--- src/rtl/cal_date_keeper.sv ---
// -----------------------------------------------------------------------------
// cal_date_keeper
//
// Date keeper for the digital clock. Holds day, month and year as binary
// registers and rolls them over with (optionally Gregorian) leap-year rules.
// The date advances on the midnight pulse from the time-of-day counter while
// in run mode, or is edited from four push buttons while in set mode. Every
// path through the next-state logic keeps the held date valid.
//
// Parameters:
//   YEAR_BASE   lowest representable year
//   YEAR_SPAN   number of years before the year wraps back to YEAR_BASE
//   RESET_YEAR  year loaded on reset and on restore
//   RESET_MONTH month loaded on reset and on restore (1..12)
//   RESET_DAY   day loaded on reset and on restore (valid for the above)
//   LEAP_EN     1 = Gregorian leap rule, 0 = February always has 28 days
//
// Ports:
//   clk        system clock, all state on posedge
//   rst_n      asynchronous active-low reset
//   enb        run enable; day_tick is ignored while low
//   sw1        0 = set mode (buttons act), 1 = run mode (day_tick acts)
//   day_tick   single-cycle midnight pulse, synchronous to clk
//   btn[3:0]   raw buttons: [0] day+, [1] month+, [2] year+, [3] restore
//   dd1, dd2   day tens / units, BCD
//   mm1, mm2   month tens / units, BCD
//   yy1..yy4   year thousands / hundreds / tens / units, BCD
//   new_day    one-cycle pulse after each tick-driven advance
//   year_wrap  one-cycle pulse when the year wraps to YEAR_BASE
// -----------------------------------------------------------------------------
module cal_date_keeper #(
   parameter int YEAR_BASE   = 2000,
   parameter int YEAR_SPAN   = 100,
   parameter int RESET_YEAR  = 2022,
   parameter int RESET_MONTH = 1,
   parameter int RESET_DAY   = 1,
   parameter int LEAP_EN     = 1
) (
   input  logic       clk,
   input  logic       rst_n,
   input  logic       enb,
   input  logic       sw1,
   input  logic       day_tick,
   input  logic [3:0] btn,
   output logic [3:0] dd1,
   output logic [3:0] dd2,
   output logic [3:0] mm1,
   output logic [3:0] mm2,
   output logic [3:0] yy1,
   output logic [3:0] yy2,
   output logic [3:0] yy3,
   output logic [3:0] yy4,
   output logic       new_day,
   output logic       year_wrap
);

   localparam logic [13:0] YEAR_MIN = 14'(YEAR_BASE);
   localparam logic [13:0] YEAR_TOP = 14'(YEAR_BASE + YEAR_SPAN - 1);
   localparam logic [13:0] YEAR_RST = 14'(RESET_YEAR);
   localparam logic [3:0]  MONTH_RST = 4'(RESET_MONTH);
   localparam logic [4:0]  DAY_RST   = 5'(RESET_DAY);

   // ---------------------------------------------------------------------------
   // Calendar helpers
   // ---------------------------------------------------------------------------
   function automatic logic is_leap(input logic [13:0] y);
      return (((y % 14'd4) == 14'd0) && ((y % 14'd100) != 14'd0)) ||
             ((y % 14'd400) == 14'd0);
   endfunction

   function automatic logic [4:0] days_in_month(input logic [3:0]  m,
                                                input logic [13:0] y);
      logic [4:0] d;
      case (m)
         4'd4, 4'd6, 4'd9, 4'd11: d = 5'd30;
         4'd2:                    d = ((LEAP_EN != 0) && is_leap(y)) ? 5'd29 : 5'd28;
         default:                 d = 5'd31;
      endcase
      return d;
   endfunction

   function automatic logic [13:0] next_year(input logic [13:0] y);
      return (y == YEAR_TOP) ? YEAR_MIN : y + 14'd1;
   endfunction

   // ---------------------------------------------------------------------------
   // State
   // ---------------------------------------------------------------------------
   logic [4:0]  day,   day_n;
   logic [3:0]  month, month_n;
   logic [13:0] year,  year_n;
   logic        new_day_n;
   logic        year_wrap_n;

   // Button synchroniser (sync1, sync2) and edge-detect (sync3) flops.
   logic [3:0]  sync1, sync2, sync3;
   logic [3:0]  press;

   assign press = sync2 & ~sync3;

   // ---------------------------------------------------------------------------
   // Next-state logic. Buttons only act in set mode, the tick only in run mode,
   // so a tick and a button edge can never both act in the same cycle.
   // ---------------------------------------------------------------------------
   always_comb begin
      // NOTE: every output of this block gets a default first so no path can
      // leave one unassigned and infer a latch.
      day_n       = day;
      month_n     = month;
      year_n      = year;
      new_day_n   = 1'b0;
      year_wrap_n = 1'b0;

      if (!sw1) begin
         // Fixed priority: restore > year+ > month+ > day+; the rest are dropped.
         if (press[3]) begin
            day_n   = DAY_RST;
            month_n = MONTH_RST;
            year_n  = YEAR_RST;
         end else if (press[2]) begin
            year_n      = next_year(year);
            year_wrap_n = (year == YEAR_TOP);
            // Feb 29 becomes Feb 28 when the new year is not leap.
            if (day > days_in_month(month, year_n))
               day_n = days_in_month(month, year_n);
         end else if (press[1]) begin
            month_n = (month == 4'd12) ? 4'd1 : month + 4'd1;
            if (day > days_in_month(month_n, year))
               day_n = days_in_month(month_n, year);
         end else if (press[0]) begin
            // Day+ wraps within the month and never carries.
            day_n = (day >= days_in_month(month, year)) ? 5'd1 : day + 5'd1;
         end
      end else if (day_tick && enb) begin
         new_day_n = 1'b1;
         if (day >= days_in_month(month, year)) begin
            day_n = 5'd1;
            if (month == 4'd12) begin
               month_n     = 4'd1;
               year_n      = next_year(year);
               year_wrap_n = (year == YEAR_TOP);
            end else begin
               month_n = month + 4'd1;
            end
         end else begin
            day_n = day + 5'd1;
         end
      end
   end

   // ---------------------------------------------------------------------------
   // Registers. The synchronisers keep sampling in run mode so that switching
   // back to set mode never releases a stale edge.
   // ---------------------------------------------------------------------------
   always_ff @(posedge clk or negedge rst_n) begin
      if (!rst_n) begin
         sync1     <= '0;
         sync2     <= '0;
         sync3     <= '0;
         day       <= DAY_RST;
         month     <= MONTH_RST;
         year      <= YEAR_RST;
         new_day   <= 1'b0;
         year_wrap <= 1'b0;
      end else begin
         // NOTE: non-blocking assignments so every flop samples the values from
         // before this edge, which is what makes the synchroniser a shift chain.
         sync1     <= btn;
         sync2     <= sync1;
         sync3     <= sync2;
         day       <= day_n;
         month     <= month_n;
         year      <= year_n;
         new_day   <= new_day_n;
         year_wrap <= year_wrap_n;
      end
   end

   // ---------------------------------------------------------------------------
   // BCD display digits, decoded straight from the binary registers.
   // ---------------------------------------------------------------------------
   assign dd1 = 4'(day / 5'd10);
   assign dd2 = 4'(day % 5'd10);
   assign mm1 = 4'(month / 4'd10);
   assign mm2 = 4'(month % 4'd10);
   assign yy1 = 4'((year / 14'd1000) % 14'd10);
   assign yy2 = 4'((year / 14'd100) % 14'd10);
   assign yy3 = 4'((year / 14'd10) % 14'd10);
   assign yy4 = 4'(year % 14'd10);

endmodule

--- config.mk ---
export PLATFORM = sky130hd
export DESIGN_NAME = cal_date_keeper
export DESIGN_NICKNAME = d
export VERILOG_FILES = /design/src/rtl/cal_date_keeper.sv
export SDC_FILE = /design/constraint.sdc
export NUM_CORES = 1
export LEC_CHECK = 0
export ABC_CLOCK_PERIOD_IN_PS = 9800
export CELL_PAD_IN_SITES_DETAIL_PLACEMENT = 1
export CELL_PAD_IN_SITES_GLOBAL_PLACEMENT = 1
export CORE_ASPECT_RATIO = 0.7
export CORE_MARGIN = 2
export CORE_UTILIZATION = 47
export CTS_CLUSTER_DIAMETER = 80
export CTS_CLUSTER_SIZE = 25
export DETAILED_ROUTE_END_ITERATION = 7
export GPL_ROUTABILITY_DRIVEN = 0
export PLACE_DENSITY = 0.95
export RECOVER_POWER = 100
export SETUP_SLACK_MARGIN = 0.15
export SLEW_MARGIN = 10
export SYNTH_ARGS = -nofsm -noshare
export SYNTH_HDL_FRONTEND = slang
export SYNTH_SLANG_ARGS = --single-unit
--- constraint.sdc ---
create_clock -name clk -period 9.8 [get_ports clk]
set_input_delay 1.96 -clock clk [delete_from_list [all_inputs] [get_ports clk]]
set_output_delay 1.96 -clock clk [all_outputs]
set_load 0.1 [all_outputs]
==> flow_summary_export.csv, run 1 <==
group,metric,value,unit
run_status,status,"finished with violations",
run_status,violations,"max-capacitance violations, max-slew violations",
clock_tree,cts_buffers,5,
synthesis,synthMuxAreaShare,3.80,%
synthesis,yosys-top-cells-area,"dfrtp_1, xnor2_1, a21oi_1",
place,place_area,8220,sq um
synthesis,synthCells,1057,
final_layout,area_growth,7.09,%
die,die_area,17900,sq um
sta,grt_setup_unrepaired,"true",
worst_setup_path,cpPeakStageDelay,0.77,ns
synthesis,synth.yosys.seq_area_share,11.9,%
worst_setup_path,crit_path_start_kind,"flip-flop",
sta,worst_pin_slew,2.40,ns
clock_tree,cts.sinks,37,
clock_tree,clock_latency,0.32,ns
final_layout,design_area,8460,sq um
worst_setup_path,slowest_stage,"dfstp_4",
global_routing,overflow,0,
synthesis,synth.distinct_cells,121,
die,io_pins,43,
global_routing,grt_max_degree,38,
min_path,min_to,"sync2[0]",
worst_setup_path,crit_chain,"nor2b_1 -> o2bb2ai_1 -> a221oi_2 -> nor3_1 -> o21a_1 -> inv_4 -> o211a_1 -> o2111ai_1 -> nand2_1 -> or4_1 -> a311oi_1 -> a31oi_1 -> buf_4 -> inv_2 -> o211ai_4 -> a31oi_4 -> xnor2_1 -> o311ai_1 -> a21boi_1 -> xnor2_1 -> ha_1 -> or3_1 -> o211ai_1 -> buf_12",
drt,first_iter_violations,1410,
drt,drc,0,
pwr,p_per_area,179,nW/um^2
synthesis,synthArstFlopShare,100,%
drt,routedWlPerCell,23.9,um
min_path,hold_class,"reg -> reg",
job,cap_violations,1,
sta,hold_violations,0,
global_routing,grt_pass1_wl,48100,um
die,initial_core_util,48.2,%
global_routing,antenna_found_initial,0,
worst_setup_path,reg2reg_depth,28,
synthesis,synth_adder_area_share,5.54,%
final_layout,final_nets,1078,
synthesis,synth_edf_count,0,
place,portBuffers,37,
worst_setup_path,ff2ff_setup_slack,0.46,ns
drt,drt-total-wl,30300,um
synthesis,synth_top_area_cell,"dfrtp_1",
sta,setup_ws,0.322,ns
drt,vias,9129,
synthesis,synth_top_area_share,8.55,%
pwr,ir_worst_vdd,0.000197,V
worst_setup_path,cp.required,7.84,ns
place,dp_cells,1257,
final_layout,fillers,2079,
min_path,min_from,"sync1[0]",
die,core.rowCount,39,
clock_tree,cts_tree,"yes",
worst_setup_path,reg2reg_from,"year[1]",
sta,fin_crit,9.48,ns
die,core,16400,sq um
final_layout,drive_gt1_share,14.2,%
synthesis,synth_simple_gate_area_share,26.0,%
clock_tree,ctsLongestPathBuffers,2,
final_layout,insertedDiodeCount,0,
pwr,p_leak,0.00304,uW
global_routing,grt_pass1_vias,9110,
synthesis,synth_top_family_by_area,"compound AO/OA/AOI/OAI gates",
worst_setup_path,crit_top_cell,"xnor2_1",
worst_setup_path,cp_data_arrival_time,7.52,ns
drt,ant_nets,0,
synthesis,syn_area,7900,sq um
die,die-width,159,um
worst_setup_path,worstPathMaxFanout,25,
synthesis,synth_flop_cell,"dfrtp_1",
global_routing,grt_usage,32.2,%
clock_tree,clk_pin_slew_worst_paths,0.08,ns
worst_setup_path,end_kind,"output pin",
sta,period_share,96.7,%
sta,maxSlewHeadroom,-59.7,%
synthesis,synth_warnings,0,
synthesis,ys_ff_latch,37,
place,place_ws,0.529,ns
worst_setup_path,crit_type,"reg -> out",
synthesis,synth-compound-area-share,39.2,%
pwr,power,1520,uW
drt,viasPerCell,7.22,
synthesis,synth_xor_area_share,6.27,%
clock_tree,cts-root-buf,"clkbuf_16",
synthesis,avgSynthCellArea,7.48,sq um
sta,clock_skew,0.0148,ns
final_layout,final_cell_count_no_fill,1265,
clock_tree,htreeDepth,2,
place,dp_hpwl,20800,um
sta,slew_viol_final,38,
worst_setup_path,r2r-end,"day[0]",
sta,setup_violations,0,
min_path,min_delay_path_depth,0,
die,die_h,112,um
drt,dr.pass1.iters,6,
sta,fmax,0.106,GHz
## how the worst max path moves through the flow
stage / from / end
after detailed placement: year[11] / day[0]
final: year[8] / yy2[3]
after global placement: year[11] / day[0]
after floorplan: year[8] / yy1[0]
after global routing: year[10] / yy3[3]
after CTS: year[11] / yy2[3]
## Yosys cell counts (6+ instances only)
cell type,count
a2111oi_0,6
a211o_1,6
a211oi_1,18
a21o_1,12
a21oi_1,77
a311oi_1,7
a31o_2,8
a31oi_1,19
and2_1,8
and3_1,13
buf_2,20
buf_4,20
clkbuf_1,29
dfrtp_1,27
dfstp_2,10
ha_1,30
inv_1,33
mux2_2,10
mux2i_1,15
nand2_1,77
nand2b_1,24
nand3_1,50
nand4_1,17
nor2_1,76
nor2b_1,14
nor3_1,26
nor4_1,15
o2111ai_1,7
o211ai_1,16
o21a_1,11
o21ai_0,66
o21ai_1,8
o22a_1,8
o22ai_1,14
o31a_1,8
o31ai_1,15
or2_2,6
or3_1,10
xnor2_1,46
## final cells by class
class / count / area [sq um] / area share [%]
Timing Repair Buffer: 47 / 435 / 5.14
Inverter: 40 / 153 / 1.80
Multi-Input combinational cell: 908 / 6470 / 76.4
Clock inverter: 3 / 46.3 / 0.547
Sequential cell: 37 / 952 / 11.3
Clock buffer: 5 / 125 / 1.48
Tap cell: 225 / 282 / 3.33
## state kept, by name, indices dropped and copies added (netlist names)
register	cells
sync1	4
day	5
new_day	1
year_wrap	1
sync3	4
month	4
sync2	4
year	14
## worst max-delay path: cells and delay by family, from the launching register on
| family | cells | cell delay (ns) |
|---|---|---|
| flip-flops | 1 | 0.77 |
| buffers and inverters | 4 | 0.71 |
| XOR/XNOR | 2 | 0.38 |
| AO/OA/AOI/OAI | 12 | 2.96 |
| adder cells (fa/ha/maj) | 1 | 0.23 |
| AND/OR/NAND/NOR | 5 | 2.13 |
## metal layers
metal  wire length [um]  part of all wire, %  GRT usage [%]  vias up
met5                  0                    0              0        -
met4               1320                  4.4           13.6        0
met3               2190                  7.2           4.55      148
met2              13700                   45           52.7      510
met1              13000                   43           42.9     4445
li1                   -                    -              -     4026
## cells in the final DEF, fill, tap and decap left out, types with 9 or more instances in the layout
cell type,netlist,layout
nand3_1,50,50
ha_1,30,30
o31ai_1,15,14
a211oi_1,18,18
dfrtp_1,27,25
inv_1,33,33
nor2_1,76,75
nor4_1,15,14
o22ai_1,14,14
o21ai_1,8,9
xnor2_1,46,44
o21ai_0,66,64
a21oi_1,77,74
and3_1,13,13
mux2_2,10,10
nand4_1,17,17
nor2b_1,14,14
nand2b_1,24,24
dlygate4sd3_1,0,21
or3_1,10,10
o21a_1,11,12
buf_4,20,16
a21o_1,12,12
nand2_1,77,77
o211ai_1,16,17
a31oi_1,19,19
mux2i_1,15,15
nor3_1,26,26
## through the flow
stage	hold WS (ns)	setup TNS [ns]	util, %
6_report	0.370	0	51.6
5_1_grt	0.370	-0.100	51.6
4_1_cts	0.362	0	51.2
3_5_place_dp	0.347	0	50.1
3_3_place_gp	0.339	0	50.1
2_1_floorplan	0.331	0	-
## where the power goes
part	internal (uW)	switching (uW)	total, uW
clock network	121	84.5	206
logic	265	801	1070
registers	181	66.3	248
total	567	952	1520
## what timing repair did
action | in CTS | in global routing
setup endpoints to repair | 0 | 16
resized for setup | 0 | 22
hold buffers | 0 | 0
buffers inserted | 0 | 0
## cells by family after synthesis
logic type / after synthesis
xor+xnor: 54
other cells: 1
simple gates: 380
fa+ha+maj: 36
buf+inv: 116
compound gates: 406
mux: 27
flops: 37
Note: power is estimated with default switching activity, not from simulation.
==> run 2, diff against run 1 <==
Settings changed: CTS_CLUSTER_SIZE 25 to default.
==> results of run 2 <==
The final DEF is identical to that of run 1; final timing and power are the same.
==> run 3, diff against run 2 <==
Settings changed: CTS_BUF_LIST from default to sky130_fd_sc_hd__clkbuf_16, RECOVER_POWER 100 to 25, REMOVE_ABC_BUFFERS from default to 1.
==> run 3 against run 2 <==
Compared with the run above:
- the run still ends with max-capacitance violations, max-slew violations left
- via count decreased by 1.9%
- sequential power about the same
- global-route usage decreased by 1.2 points
- first-iteration DRC count decreased by 41%
- combinational power about the same
- hold slack got worse by 0.014 ns
- count of clock-buffer cells in the layout unchanged
- critical path depth decreased by 2
- setup slack improved by 0.18 ns
- flip-flop and latch count unchanged
- critical endpoint unchanged
- largest power group unchanged
- highest routed layer unchanged
==> flow_summary_export.csv, run 3 (same netlist as run 1, synthesis figures left out) <==
group,metric,value,unit
clock_tree,cts_tree,"yes",
final_layout,top_regs,"year (14), day (5)",
drt,ant_nets,0,
final_layout,top_register,"year",
final_layout,drive_gt1_share,13.8,%
clock_tree,clock_latency,0.30,ns
clock_tree,hold_buffers,0,
pwr,p_clk_share,11.5,%
drt,dr.pass1.iters,5,
pwr,ir_worst_vdd,0.000536,V
drt,routedWlPerCell,22.6,um
sta,fin_crit,9.30,ns
die,initial_core_util,48.2,%
sta,worst_pin_slew,2.24,ns
worst_setup_path,cp.required,7.84,ns
worst_setup_path,ff2ff_setup_slack,0.59,ns
min_path,min_delay_path_depth,0,
final_layout,multi_input_area,6430,sq um
final_layout,insertedDiodeCount,0,
drt,drt-total-wl,28500,um
pwr,p_comb_share,71.9,%
final_layout,final_nets,1078,
clock_tree,ctsLongestPathBuffers,2,
sta,maxSlewHeadroom,-49.2,%
worst_setup_path,reg2reg_depth,28,
clock_tree,cts-root-buf,"clkbuf_16",
drt,vias,8951,
worst_setup_path,r2r-end,"day[0]",
sta,fin_setup_tns,0,ns
worst_setup_path,crit_type,"reg -> out",
worst_setup_path,crit_path_start_kind,"flip-flop",
worst_setup_path,reg2reg_from,"year[1]",
final_layout,largest_reg_flops,14,
sta,slew_viol_final,38,
worst_setup_path,cpPeakStageDelay,0.97,ns
drt,drc,0,
place,dp_hpwl,20500,um
sta,clock_skew,0.0116,ns
clock_tree,clk_pin_slew_worst_paths,0.07,ns
pwr,internal-power,558,uW
final_layout,fillers,2080,
die,die_h,112,um
die,die_area,17900,sq um
sta,fmax,0.108,GHz
global_routing,grt_max_degree,38,
worst_setup_path,crit_family,"compound AO/OA/AOI/OAI gates",
sta,setup_violations,0,
job,cap_violations,1,
final_layout,layout.cells.most_common_list,"nand2_1, nor2_1, a21oi_1",
place,portBuffers,37,
final_layout,post-route-util,51.2,%
die,core.rowCount,39,
clock_tree,cts_resized,0,
global_routing,overflow,0,
sta,hold_violations,0,
worst_setup_path,slowest_stage,"dfstp_2",
final_layout,area_growth,6.27,%
pwr,swShare,62.3,%
min_path,min_to,"sync2[1]",
drt,viasPerCell,7.08,
global_routing,grt_pass1_wl,46400,um
drt,first_iter_violations,831,
pwr,p_per_area,177,nW/um^2
global_routing,grt_pass1_vias,8888,
pwr,p_switching,925,uW
final_layout,regArea,943,sq um
clock_tree,postCtsSetupBuffers,0,
final_layout,final_common_cell,"nand2_1",
die,io_pins,43,
worst_setup_path,crit_top_cell,"xnor2_1",
die,die-width,159,um
worst_setup_path,critPathBufInv,3,
run_status,status,"finished with violations",
clock_tree,htreeDepth,2,
die,core,16400,sq um
pwr,pwr-share-seq,16.6,%
sta,period_share,94.9,%
worst_setup_path,crit_chain,"nor2_2 -> a221oi_2 -> nor3_1 -> o21a_2 -> inv_4 -> o31a_1 -> and4_1 -> nand2_1 -> or4_1 -> a311oi_1 -> a31oi_1 -> inv_2 -> o211ai_4 -> a31oi_4 -> xnor2_1 -> o311ai_1 -> a21boi_1 -> xnor2_1 -> ha_1 -> or3_1 -> o211ai_1 -> buf_12",
global_routing,grt_usage,31.0,%
worst_setup_path,worstPathMaxFanout,33,
run_status,violations,"max-capacitance violations, max-slew violations",
worst_setup_path,end_kind,"output pin",
min_path,min_from,"sync1[1]",
min_path,hold_class,"reg -> reg",
clock_tree,cts.sinks,37,
pwr,p_leak,0.00302,uW
global_routing,antenna_found_initial,0,
sta,grt_setup_unrepaired,"false",
worst_setup_path,cp_data_arrival_time,7.34,ns
clock_tree,cts_buffers,5,
==> run 3: power by group through the flow <==
| stage | Clock, uW | Combinational (uW) | Sequential, uW |
|---|---|---|---|
| after global routing | 175 | 1120 | 250 |
| after floorplan | 0 | 768 | 261 |
| final | 171 | 1070 | 246 |
| after global placement | 0 | 997 | 240 |
| after detailed placement | 0 | 1040 | 244 |
| after CTS | 171 | 1060 | 243 |
==> run 3: layer usage <==
layer | GRT usage [%] | up-vias | routed length, um
li1 | - | 4021 | -
met1 | 42.6 | 4430 | 12900
met2 | 50.2 | 426 | 12900
met3 | 4.21 | 74 | 1960
met4 | 11.0 | 0 | 765
met5 | 0 | - | 0
==> run 3: worst max path at each step <==
stage                     slack [ns]  startpoint  depth (start not counted)      to
after floorplan                 0.26    year[13]                         20  yy1[0]
after global placement          0.92     year[8]                         22  yy1[0]
after detailed placement        0.70     year[8]                         22  yy1[0]
after CTS                       0.36     year[8]                         22  yy1[0]
after global routing            0.11     year[9]                         23  yy2[3]
final                           0.50     year[9]                         22  yy2[3]
==> run 3: worst reg2reg max path: cells and delay by family (launching register included) <==
kind | cells | cell delay [ns]
multiplexers | 1 | 0.36
AO/OA/AOI/OAI | 17 | 5.16
adder cells (fa/ha/maj) | 2 | 0.63
AND/OR/NAND/NOR | 8 | 2.33
flip-flops | 1 | 0.66
==> run 3: metrics by stage <==
stage | cell area, sq um | worst slack, ns | power (uW) | hold slack [ns] | std cells
after floorplan | 7490 | 0.256 | 1030 | 0.331 | 985
after global placement | 8220 | 0.916 | 1240 | 0.334 | 1257
after detailed placement | 8220 | 0.696 | 1290 | 0.346 | 1257
after CTS | 8370 | 0.364 | 1470 | 0.361 | 1265
after global routing | 8400 | 0.113 | 1540 | 0.366 | 1265
final | 8400 | 0.498 | 1480 | 0.356 | 1265
==> run 3: area by class of cell <==
class                   instances  area share [%]
clock buffers                   5            1.49
inverters                      40            1.82
repair buffers                 47            5.29
multi-input cells             908            76.6
flip-flops and latches         37            11.2
well taps                     225            3.35
clock inverters                 3           0.253
